`src/rtl/delay_pipe_pkg.sv`:
```
// Shared helpers for the delay_pipe elastic register pipeline.
package delay_pipe_pkg;

    // Width of an occupancy counter that must represent 0..depth inclusive.
    function automatic int unsigned cnt_w(input int unsigned depth);
        return $clog2(depth + 1);
    endfunction

endpackage

```
`src/rtl/delay_pipe_stage.sv`:
```
// One pipeline slot: a valid flag plus its data word.
module delay_pipe_stage #(
    parameter int unsigned WIDTH = 8
) (
    input  logic             clk,
    input  logic             rst_n,
    input  logic             load,
    input  logic             clear,
    input  logic [WIDTH-1:0] din,
    output logic             valid,
    output logic [WIDTH-1:0] data
);

    // Load wins over clear; data is left stale when the slot empties.
    always_ff @(posedge clk or negedge rst_n) begin
        if (!rst_n) begin
            valid <= 1'b0;
            data  <= '0;
        end else if (load) begin
            valid <= 1'b1;
            data  <= din;
        end else if (clear) begin
            valid <= 1'b0;
        end
    end

endmodule

```
`src/rtl/delay_pipe.sv`:
```
// Elastic DEPTH-stage register pipeline with valid/ready handshakes and bubble collapse.
module delay_pipe
    import delay_pipe_pkg::*;
#(
    parameter int unsigned WIDTH  = 8,
    parameter int unsigned DEPTH  = 4,
    parameter bit          INVERT = 1'b0
) (
    input  logic                     clk,
    input  logic                     rst_n,
    input  logic                     flush,
    input  logic                     in_valid,
    output logic                     in_ready,
    input  logic [WIDTH-1:0]         in_data,
    output logic                     out_valid,
    input  logic                     out_ready,
    output logic [WIDTH-1:0]         out_data,
    output logic [cnt_w(DEPTH)-1:0]  count
);

    localparam int unsigned CW = cnt_w(DEPTH);

    logic [DEPTH-1:0] v;
    logic [DEPTH-1:0] adv;
    logic [DEPTH-1:0] load;
    logic [DEPTH-1:0] clear;
    logic [WIDTH-1:0] d   [DEPTH];
    logic [WIDTH-1:0] din [DEPTH];
    logic             take;
    logic             xfer;

    // A stage moves when the slot ahead is empty or is itself moving.
    always_comb begin
        adv          = '0;
        adv[DEPTH-1] = v[DEPTH-1] & out_ready;
        for (int i = int'(DEPTH) - 2; i >= 0; i--) begin
            adv[i] = v[i] & (~v[i+1] | adv[i+1]);
        end
    end

    assign in_ready  = rst_n & ~flush & (~v[0] | adv[0]);
    assign take      = in_valid & in_ready;
    assign xfer      = v[DEPTH-1] & out_ready;
    assign out_valid = v[DEPTH-1];
    assign out_data  = d[DEPTH-1];

    // Flush empties every slot and suppresses loads so data registers stay put.
    always_comb begin
        load     = '0;
        clear    = '0;
        load[0]  = take;
        clear[0] = flush | (adv[0] & ~take);
        din[0]   = INVERT ? ~in_data : in_data;
        for (int i = 1; i < int'(DEPTH); i++) begin
            load[i]  = adv[i-1] & ~flush;
            clear[i] = flush | (adv[i] & ~adv[i-1]);
            din[i]   = d[i-1];
        end
    end

    for (genvar i = 0; i < DEPTH; i++) begin : g_stage
        delay_pipe_stage #(
            .WIDTH(WIDTH)
        ) u_stage (
            .clk   (clk),
            .rst_n (rst_n),
            .load  (load[i]),
            .clear (clear[i]),
            .din   (din[i]),
            .valid (v[i]),
            .data  (d[i])
        );
    end

    always_ff @(posedge clk or negedge rst_n) begin
        if (!rst_n) begin
            count <= '0;
        end else if (flush) begin
            count <= '0;
        end else begin
            count <= count + CW'(take) - CW'(xfer);
        end
    end

endmodule
```
`config.mk`:
```
export PLATFORM = sky130hd
export DESIGN_NAME = delay_pipe
export DESIGN_NICKNAME = d
export VERILOG_FILES = /design/src/rtl/delay_pipe_pkg.sv /design/src/rtl/delay_pipe_stage.sv /design/src/rtl/delay_pipe.sv
export SDC_FILE = /design/constraint.sdc
export NUM_CORES = 1
export LEC_CHECK = 0
export ABC_CLOCK_PERIOD_IN_PS = 2100
export CORE_ASPECT_RATIO = 1.25
export CORE_MARGIN = 5
export CORE_UTILIZATION = 45
export DETAILED_ROUTE_END_ITERATION = 16
export PLACE_DENSITY = 0.73
export SYNTH_ARGS = -nofsm -noshare
export SYNTH_HDL_FRONTEND = slang
export SYNTH_SLANG_ARGS = --single-unit
```
`constraint.sdc`:
```
create_clock -name clk -period 2.1 [get_ports clk]
set_input_delay 0.42 -clock clk [delete_from_list [all_inputs] [get_ports clk]]
set_output_delay 0.42 -clock clk [all_outputs]
set_load 0.1 [all_outputs]
```
==> impl_metrics.yaml <==
timing:
  fmax_ghz: 0.460
  rsz0062_at_grt: "yes"
  setup_slack_ps: -76.2
  timing.final.setup_violations: 2
  fin_skew_ps: 3.09
  hold_viol: 0
  min_period_over_period_pct: 104
  fin_crit_ps: 2180
  relSlewSlack_pct: 68.0
  setup_tns_ps: -144
  whs_ps: 199
  tightestPinTransition_ps: 479
  slew_violations: 0
status:
  violations: "negative setup slack"
  status: "finished, violations left"
floorplan:
  start_util_pct: 47.2
  die-width_microns: 64.5
  fp-row-count: 24
  die_area_sq_um: 5040
  num_io_pins: 26
  core-area_sq_um: 3540
  die_h_microns: 78.1
route:
  vias: 884
  drtPass1Iterations: 4
  drc: 0
  wl_per_cell_microns: 13.8
  vias_per_cell: 4.94
  initialDrtViolationCount: 23
  wl_microns: 2460
  ant_nets: 0
global_route:
  antenna_found_initial: 0
  grt_pass1_vias: 948
  grt-ovfl-total: 0
  track_usage_pct: 11.2
  grt_pass1_wl_microns: 4350
  grt_max_degree: 41
worst_setup_path:
  path_class: "flop to flop"
  critPathLaunchType: "flop"
  worst_ep_required_time_ps: 2280
  end_kind: "flop"
  cp_data_arrival_time_ps: 2350
  r2r_setup_slack_ps: -80
  worst_r2r_startpoint: "g_stage[3].u_stage.valid$_DFFE_PN0P_"
  crit_start: "g_stage[3].u_stage.valid$_DFFE_PN0P_"
  crit_path_max_fanout: 2
logic_synthesis:
  synth_cell_type_count: 23
  synth_area_leaders: "dfrtp_1 58%, mux2_2 16%, mux2_4 7.2%"
  synth.most_common_cell: "dfrtp_1"
  yosysTopAreaCell: "dfrtp_1"
  ys.flop_type: "dfrtp_1"
  avgSynthCellArea_sq_um: 15.1
  seq_area_frac_synth_pct: 58.4
  synth_edf_count: 0
  synth.ff_latch_count: 39
  synth_commonest_cells: "39 x dfrtp_1, 24 x mux2_2, 8 x buf_4, 8 x mux2_4, 7 x nor2_1"
  synth_top_area_share_pct: 58.4
  synthesis.area_sq_um: 1670
  synthCells: 111
  synth_fp_nets: 127
  ys_warn_count: 0
  async_reset_ff_share_pct: 100
clock_network:
  worstSkewPairLatency_ps: 280
  htreeDepth: 2
  clock-root-buffer: "clkbuf_8"
  postCtsSetupRepairBufs: 0
  numClockSinks: 39
  cts_tree: "yes"
  clkSlewWorstSetupHoldPaths_ps: 70
  cts_max_path_buffers: 2
  cts_hold_buf: 0
  numCtsBuffers: 5
finish:
  drive_gt1_share_pct: 51.4
  nFillCells: 291
  syn2layout_area_growth_pct: 20.4
  nNetsFinal: 155
  antennaDiodeCount: 0
  final_cells: 179
  design_area_sq_um: 2010
place:
  gp_congestion: 0.738
  dp_hpwl_microns: 1830
  io_buffer_count: 25
  place_area_sq_um: 1920
  place_inst: 171
power_and_ir_drop:
  power_leakage_nw: 0.987
  power_w: 0.00194
  p_per_area_nw_per_um2: 965
  ir_worst_vdd_uv: 549
flow_run:
  maxCapViolCount: 0
min_path:
  hp-class: "primary input to asynchronous set/reset pin"
==> area by class of cell <==
type,count,area [sq um],share of cell area (%)
flip-flops and latches,39,980,48.7
multi-input cells,57,609,30.3
repair buffers,32,279,13.9
clock buffers,7,76.3,3.79
well taps,39,48.8,2.42
inverters,4,15.0,0.746
clock inverters,1,5.00,0.249
==> layout by cell type (no fill, tap or decap) <==
cell and n:
dfrtp_1 38, mux2_2 24, buf_4 19, clkdlybuf4s50_1 9, mux2_4 8, nor2_1 7
clkbuf_8 5, inv_1 3, a21oi_1 2, clkbuf_1 2, and2_2 1, and4b_4 1
nand2_2 1, a211oi_4 1, nor2b_1 1, nand2_1 1, and3b_2 1, inv_2 1
xor2_1 1, xnor2_2 1, and2b_2 1, nor3b_2 1, or3b_1 1, a211o_2 1
fa_2 1, ha_1 1, ha_2 1, clkinv_2 1, dfrtp_4 1, dlymetal6s2s_1 1
dlygate4sd2_1 1, buf_2 1, buf_12 1
==> path summary, 6_finish.rpt <==
path / cells past startpoint / endpoint
worst max-delay path: 10 / count[2]$_DFF_PN0_
worst min-delay path: 2 / g_stage[0].u_stage.valid$_DFFE_PN0P_
worst max register to register: 10 / count[2]$_DFF_PN0_
worst min register to register: 1 / g_stage[2].u_stage.data[4]$_DFFE_PN0P_
max in group asynchronous: 2 / g_stage[3].u_stage.valid$_DFFE_PN0P_
min in group clk: 3 / g_stage[0].u_stage.valid$_DFFE_PN0P_
==> through the flow <==
stage | utilization, % | setup slack [ps]
2_1_floorplan | - | -393
3_3_place_gp | 54.1 | -434
3_5_place_dp | 54.1 | -499
4_1_cts | 56.5 | -79.1
5_1_grt | 56.8 | -144
6_report | 56.8 | -76.2
==> kinds of logic (layout without fill, tap and decap cells) <==
logic type | Yosys count | after routing | synth area share, %
xor gates and xnor gates | 2 | 2 | 1.05
adders and majority gates | 3 | 3 | 2.69
buffers and inverters | 15 | 44 | 6.14
AOI/OAI and AO/OA | 4 | 4 | 2.40
and+or+nand+nor | 16 | 16 | 5.99
muxes | 32 | 32 | 23.4
DFF | 39 | 39 | 58.4
==> worst max-delay path, cell delays in order (launching register included) <==
cell	delay, ps
dfrtp_4	470
and4b_4	200
a211oi_4	220
inv_1	70
ha_1	280
inv_1	60
ha_2	160
inv_2	40
fa_2	350
xnor2_2	150
nor2_1	60
==> sequential cells by signal, indices dropped and copies added (netlist names) <==
register,count
g_stage.u_stage.data,32
g_stage.u_stage.valid,4
count,3
==> metal layers <==
metal | wire length [microns] | GRT usage (%)
met1 | 1060 | 13.5
met2 | 1220 | 18.2
met3 | 132 | 4.14
met4 | 46 | 4.44
met5 | 0 | 0
==> what timing repair did <==
action                                  in CTS  in global routing
resized for setup                            2                  4
endpoints found under the setup margin       3                  2
pin swaps                                    2                  3
==> where the power goes <==
part	total (W)	switching [W]	internal (W)
clock network	0.000467	0.000235	0.000233
logic	0.000481	0.000267	0.000214
registers	0.000994	0.0000807	0.000913
No activity file was read; power rests on OpenSTA's default activity.
